$ cat src/rtl/bus_initiator_pkg.sv
// rtl/bus_initiator_pkg.sv - shared opcodes, FSM states and helpers for bus_initiator
// Purpose: opcode encodings, controller state enumeration and a 16-bit
//          saturating increment shared by bus_initiator and poll_timer.
// Ports:   none (package).
package bus_initiator_pkg;

    typedef enum logic [1:0] {
        OP_WRITE = 2'b00,
        OP_READ  = 2'b01,
        OP_POLL  = 2'b10,
        OP_RSVD  = 2'b11
    } op_t;

    typedef enum logic [2:0] {
        IDLE,
        WRITE,
        READ,
        POLL_RD,
        POLL_WAIT,
        RESP
    } state_t;

    localparam int CNT_W = 16;

    function automatic logic [CNT_W-1:0] sat_inc(input logic [CNT_W-1:0] v);
        return (v == {CNT_W{1'b1}}) ? v : v + 1'b1;
    endfunction

endpackage

$ cat src/rtl/poll_timer.sv
// rtl/poll_timer.sv - poll read counter and inter-read gap timer
// Purpose: counts poll reads (16-bit, saturating) and times the idle gap
//          between consecutive poll reads.
// Ports:   clk, rst     - clock, asynchronous active-high reset
//          load         - clear the read count and the gap timer (command accepted)
//          tick         - a poll read happens this cycle; bump count, start gap
//          expire       - current cycle is the last idle cycle of the gap
//          count        - number of poll reads done so far for this command
module poll_timer
    import bus_initiator_pkg::*;
#(
    parameter int GAP = 4
) (
    input  logic             clk,
    input  logic             rst,
    input  logic             load,
    input  logic             tick,
    output logic             expire,
    output logic [CNT_W-1:0] count
);

    localparam int GW = $clog2(GAP + 1);

    logic [GW-1:0] gap_cnt;

    // gap_cnt is loaded with GAP on a poll read and counts down once per
    // idle cycle, so it reads 1 in the GAP-th idle cycle.
    always_ff @(posedge clk or posedge rst) begin
        if (rst) begin
            count   <= '0;
            gap_cnt <= '0;
        end else begin
            if (load) begin
                count   <= '0;
                gap_cnt <= '0;
            end else if (tick) begin
                count   <= sat_inc(count);
                gap_cnt <= GW'(GAP);
            end else if (gap_cnt != '0) begin
                gap_cnt <= gap_cnt - 1'b1;
            end
        end
    end

    assign expire = (gap_cnt == GW'(1));

endmodule

$ cat src/rtl/bus_initiator.sv
// rtl/bus_initiator.sv - command-driven simple bus initiator with write, read and poll
// Purpose: accepts write/read/poll commands, runs them on a single-cycle
//          bus and returns one response per command.
// Ports:   Clk, Rst                         - clock, asynchronous active-high reset
//          cmd_valid/ready/op/addr/data/mask - command handshake and fields
//          rsp_valid/ready/data/timeout/err  - response handshake and fields
//          addr_dm, wd_dm, we, rd_dm         - bus address, write data, write enable, read data
//          stat_wr, stat_rd, stat_to         - completion counters, present only
//                                              when BUS_INITIATOR_STATS_EN is defined
module bus_initiator
    import bus_initiator_pkg::*;
#(
    parameter int POLL_TIMEOUT = 1024,
    parameter int POLL_GAP     = 4
) (
    input  logic        Clk,
    input  logic        Rst,
    input  logic        cmd_valid,
    output logic        cmd_ready,
    input  logic [1:0]  cmd_op,
    input  logic [31:0] cmd_addr,
    input  logic [31:0] cmd_data,
    input  logic [31:0] cmd_mask,
    output logic        rsp_valid,
    input  logic        rsp_ready,
    output logic [31:0] rsp_data,
    output logic        rsp_timeout,
    output logic        rsp_err,
    output logic [31:0] addr_dm,
    output logic [31:0] wd_dm,
    output logic        we,
`ifdef BUS_INITIATOR_STATS_EN
    output logic [15:0] stat_wr,
    output logic [15:0] stat_rd,
    output logic [15:0] stat_to,
`endif
    input  logic [31:0] rd_dm
);

    // The read that brings the count to POLL_TIMEOUT is the last one.
    localparam logic [CNT_W-1:0] LAST_CNT = CNT_W'(POLL_TIMEOUT - 1);

    state_t           state;
    logic [31:0]      data_q;
    logic [31:0]      mask_q;
    logic             accept;
    logic             gap_expire;
    logic [CNT_W-1:0] poll_count;
    logic             poll_hit;
    logic             poll_last;

    assign accept    = (state == IDLE) && cmd_valid && cmd_ready;
    assign poll_hit  = ((rd_dm & mask_q) == (data_q & mask_q));
    assign poll_last = (poll_count == LAST_CNT);

    poll_timer #(
        .GAP (POLL_GAP)
    ) u_poll_timer (
        .clk    (Clk),
        .rst    (Rst),
        .load   (accept),
        .tick   (state == POLL_RD),
        .expire (gap_expire),
        .count  (poll_count)
    );

    always_ff @(posedge Clk or posedge Rst) begin
        if (Rst) begin
            state       <= IDLE;
            cmd_ready   <= 1'b0;
            rsp_valid   <= 1'b0;
            rsp_data    <= '0;
            rsp_timeout <= 1'b0;
            rsp_err     <= 1'b0;
            addr_dm     <= '0;
            wd_dm       <= '0;
            we          <= 1'b0;
            data_q      <= '0;
            mask_q      <= '0;
        end else begin
            case (state)
                IDLE: begin
                    if (accept) begin
                        cmd_ready   <= 1'b0;
                        data_q      <= cmd_data;
                        mask_q      <= cmd_mask;
                        rsp_data    <= '0;
                        rsp_timeout <= 1'b0;
                        rsp_err     <= 1'b0;
                        case (op_t'(cmd_op))
                            OP_WRITE: begin
                                state   <= WRITE;
                                we      <= 1'b1;
                                addr_dm <= cmd_addr;
                                wd_dm   <= cmd_data;
                            end
                            OP_READ: begin
                                state   <= READ;
                                addr_dm <= cmd_addr;
                            end
                            OP_POLL: begin
                                state   <= POLL_RD;
                                addr_dm <= cmd_addr;
                            end
                            default: begin
                                // Reserved opcode: answer at once, leave the bus untouched.
                                state     <= RESP;
                                rsp_valid <= 1'b1;
                                rsp_err   <= 1'b1;
                            end
                        endcase
                    end else begin
                        // Also raises cmd_ready on the first edge after reset.
                        cmd_ready <= 1'b1;
                    end
                end
                WRITE: begin
                    we        <= 1'b0;
                    state     <= RESP;
                    rsp_valid <= 1'b1;
                end
                READ: begin
                    rsp_data  <= rd_dm;
                    state     <= RESP;
                    rsp_valid <= 1'b1;
                end
                POLL_RD: begin
                    rsp_data <= rd_dm;
                    if (poll_hit) begin
                        state     <= RESP;
                        rsp_valid <= 1'b1;
                    end else if (poll_last) begin
                        state       <= RESP;
                        rsp_valid   <= 1'b1;
                        rsp_timeout <= 1'b1;
                    end else begin
                        state <= POLL_WAIT;
                    end
                end
                POLL_WAIT: begin
                    if (gap_expire) begin
                        state <= POLL_RD;
                    end
                end
                RESP: begin
                    if (rsp_ready) begin
                        rsp_valid <= 1'b0;
                        cmd_ready <= 1'b1;
                        state     <= IDLE;
                    end
                end
                default: begin
                    state <= IDLE;
                end
            endcase
        end
    end

`ifdef BUS_INITIATOR_STATS_EN
    always_ff @(posedge Clk or posedge Rst) begin
        if (Rst) begin
            stat_wr <= '0;
            stat_rd <= '0;
            stat_to <= '0;
        end else begin
            if (state == WRITE) begin
                stat_wr <= sat_inc(stat_wr);
            end
            if ((state == READ) || ((state == POLL_RD) && (poll_hit || poll_last))) begin
                stat_rd <= sat_inc(stat_rd);
            end
            if ((state == POLL_RD) && !poll_hit && poll_last) begin
                stat_to <= sat_inc(stat_to);
            end
        end
    end
`endif

endmodule

$ cat config.mk
export PLATFORM = sky130hd
export DESIGN_NAME = bus_initiator
export DESIGN_NICKNAME = d
export VERILOG_FILES = /design/src/rtl/bus_initiator_pkg.sv /design/src/rtl/poll_timer.sv /design/src/rtl/bus_initiator.sv
export SDC_FILE = /design/constraint.sdc
export NUM_CORES = 1
export LEC_CHECK = 0
export CORE_ASPECT_RATIO = 0.75
export CORE_UTILIZATION = 48
export DETAILED_ROUTE_END_ITERATION = 8
export GPL_TIMING_DRIVEN = 0
export HOLD_SLACK_MARGIN = 0.12
export PLACE_DENSITY = 0.81
export SKIP_LAST_GASP = 1
export SLEW_MARGIN = 20
export SYNTH_ARGS = -nofsm -noshare
export SYNTH_HDL_FRONTEND = slang
export SYNTH_HIERARCHICAL = 1
export SYNTH_SLANG_ARGS = --single-unit
$ cat constraint.sdc
create_clock -name Clk -period 6.53 [get_ports Clk]
set_clock_uncertainty 0.2 [all_clocks]
set_input_delay 0.9795 -clock Clk [delete_from_list [all_inputs] [get_ports Clk]]
set_output_delay 0.9795 -clock Clk [all_outputs]
set_load 0.005 [all_outputs]
==> qor.csv <==
metric,value,unit
Clock Tree Root,clkbuf_16,
Worst EP required,6.62,ns
RSZ-0062 raised after global routing,false,
Core ar.,16300,µm²
Commonest cells post-synth,"nand2_1 (272), dfrtp_1 (187), o21ai_0 (41)",
worst setup margin,3.05,ns
Post-synth ARST share,1.00,
"Clk Latency, worst-skew pair",0.43,ns
largest cells by area after synthesis,"dfrtp_1 (58%), nand2_1 (13%), mux2_2 (4.9%)",
Post-DRT Antenna Nets,0,
failing checks,DRC,
largest net degree at the start of global routing,95,
clk buf depth,2,
HPWL after DPL,16700,µm
Initial Utilization,0.497,
Placed Instances,1224,
most frequent cell on the critical path,clkbuf_1,
Final Hold Vio Count,0,
VDD IR-drop max,213,µV
Clock Sinks,187,
slowest cell on the critical path,clkdlybuf4s50_1,
"Cell Area, Synth",8090,µm²
Mapped Nets,920,
Fmax achieved,0.287,GHz
CTS tree,built,
power density over cell area,416,nW/µm²
Setup Buffers After CTS,0,
worst setup path class,input port to register,
gr ovfl total,0,
fill cell count,1243,
hold buffer count at CTS,0,
crit share post-route,0.533,
Ys Warns,6,
most common cell in the netlist,nand2_1,
Final Max Slew Viols,0,
PortBufs,234,
P_leak,5.15,nW
Yosys cell types,53,
Vias,6686,
gp weighted congestion,0.889,
largest stage delay on the critical path,0.52,ns
Setup TNS,0,ns
Period minus WS final,3.48,ns
max cap viols,0,
critical path cell sequence,clkdlybuf4s50_1 -> nand3_2 -> inv_2 -> buf_4 -> clkbuf_1 -> buf_1 -> clkbuf_1 -> o21ai_0,
area grow syn2layout,39.7,%
Synth Flop Type,dfrtp_1,
Hold Crit Class,register to register,
CTS HTree Levels,4,
CTS resizes,0,
status,"complete, but fails checks",
Setup Slack @ Placement,2.60,ns
clk slew on worst S/H paths,0.07,ns
CP Capture Type,register,
Initial DRT Pass Iterations,7,
number of global-route vias before repair,6655,
Post-Synthesis Cells,779,
Post-synth EDFFs,0,
Syn Area/Cell,10.4,µm²
first-pass GRT wire length,35600,µm
die height,114,µm
Total GRT Usage,0.269,
Die Area,17400,µm²
row cnt,40,
I/O pin total,235,
layout cells sized above 1,0.0852,
Worst-Margin Slew,0.744,ns
initial antenna violation count,0,
drc violations,42,
share of Yosys cell area claimed by the top area cell type,0.578,
register area share after synthesis,0.578,
CTS Buf Count,17,
Seq cells post-synth,187,
"Net count, final",1174,
drt total wl,22300,µm
Crit Path Max Fanout,13,
DRT iter0 DRCs,561,
Critical Path AT,3.57,ns
chip width,152,µm
leading area contributor after synthesis,dfrtp_1,
via/cell ratio,5.33,
DR WL/cell,17.8,µm
Ant. Diodes,0,
final setup fails,0,
Post-Layout Cell Count,1255,
crit path launch type,input port,
Worst slew margin,0.503,
-- cells in the final DEF, fill, tap and decap left out, types with 8 or more instances in the layout --
master           netlist  final
mux2_1                30     30
dfrtp_1              187    187
xnor2_1                9      9
a22oi_1               16     16
o21ai_0               41     41
nor2_1                10     10
clkbuf_1              24     24
xor2_1                33     33
inv_1                 13     12
nand2_1              272    272
clkbuf_16              0     17
mux2_2                35     35
clkdlybuf4s50_1        0    234
nand4_1               10     10
nor3_1                 8      8
nor4_1                 8      8
a21oi_1               10     10
-- critical path, delay by kind of cell --
kind | cells | cell delay [ns]
AND/OR/NAND/NOR | 1 | 0.18
AO/OA/AOI/OAI | 1 | 0.17
buffers and inverters | 6 | 2.22
-- cell families (layout without fill, tap and decap cells) --
group | after synthesis | after routing | synth area share
simple gates | 338 | 338 | 0.178
flops | 187 | 187 | 0.578
fa+ha+maj | 7 | 7 | 0.0108
mux | 68 | 68 | 0.0942
compound gates | 84 | 84 | 0.0642
buf+inv | 53 | 319 | 0.0294
xor+xnor | 42 | 42 | 0.0455
-- area by class of cell --
class	count	area (µm²)	share of cell area
inverters	14	60.1	0.00531
repair buffers	235	2370	0.210
flip-flops and latches	187	4680	0.414
well taps	210	263	0.0232
plain buffers	39	185	0.0164
clock inverters	13	133	0.0117
clock buffers	18	439	0.0389
multi-input cells	539	3170	0.281
-- sequential cells by signal (all words and copies together), names as in the netlist --
signal / count
mask_q: 32
we: 1
u_poll_timer/count: 16
rsp_timeout: 1
state: 3
wd_dm: 32
rsp_valid: 1
rsp_err: 1
rsp_data: 32
data_q: 32
u_poll_timer/gap_cnt: 3
cmd_ready: 1
addr_dm: 32
-- layer usage --
metal	global-route usage	vias to the layer above	part of all wire
met5	0	-	0
met4	0.0912	0	0.023
met3	0.0712	32	0.092
met2	0.400	291	0.44
met1	0.384	3259	0.45
li1	-	3104	-
-- path summary, 6_finish.rpt --
kind / from / to / slack (ns) / depth (start not counted)
max: cmd_valid / u_poll_timer/count[6]$_DFFE_PP0P_ / 3.05 / 8
min: mask_q[17]$_DFFE_PP0P_ / mask_q[17]$_DFFE_PP0P_ / 0.28 / 2
max reg2reg: state[0]$_DFFE_PP0P_ / u_poll_timer/count[6]$_DFFE_PP0P_ / 3.42 / 8
min reg2reg: mask_q[17]$_DFFE_PP0P_ / mask_q[17]$_DFFE_PP0P_ / 0.28 / 2
max in group asynchronous: Rst / addr_dm[10]$_DFFE_PP0P_ / 4.44 / 3
min in group asynchronous: Rst / data_q[4]$_DFFE_PP0P_ / 0.86 / 2
-- stage by stage --
stage	util	hold slack [ns]	cell area, µm²	total power, W
5_1_grt	0.695	0.299	11300	0.00499
3_5_place_dp	0.660	0.263	10700	0.00370
4_1_cts	0.695	0.279	11300	0.00473
2_1_floorplan	-	0.246	8090	0.00277
3_3_place_gp	0.658	0.258	10700	0.00362
6_report	0.695	0.277	11300	0.00470
-- power by group --
part / total [W] / switching, W / internal, W
registers: 0.00197 / 0.000317 / 0.00165
clock network: 0.00101 / 0.000468 / 0.000545
logic: 0.00172 / 0.000768 / 0.000954
total: 0.00470 / 0.00155 / 0.00315
No activity file was read; power rests on OpenSTA's default activity.
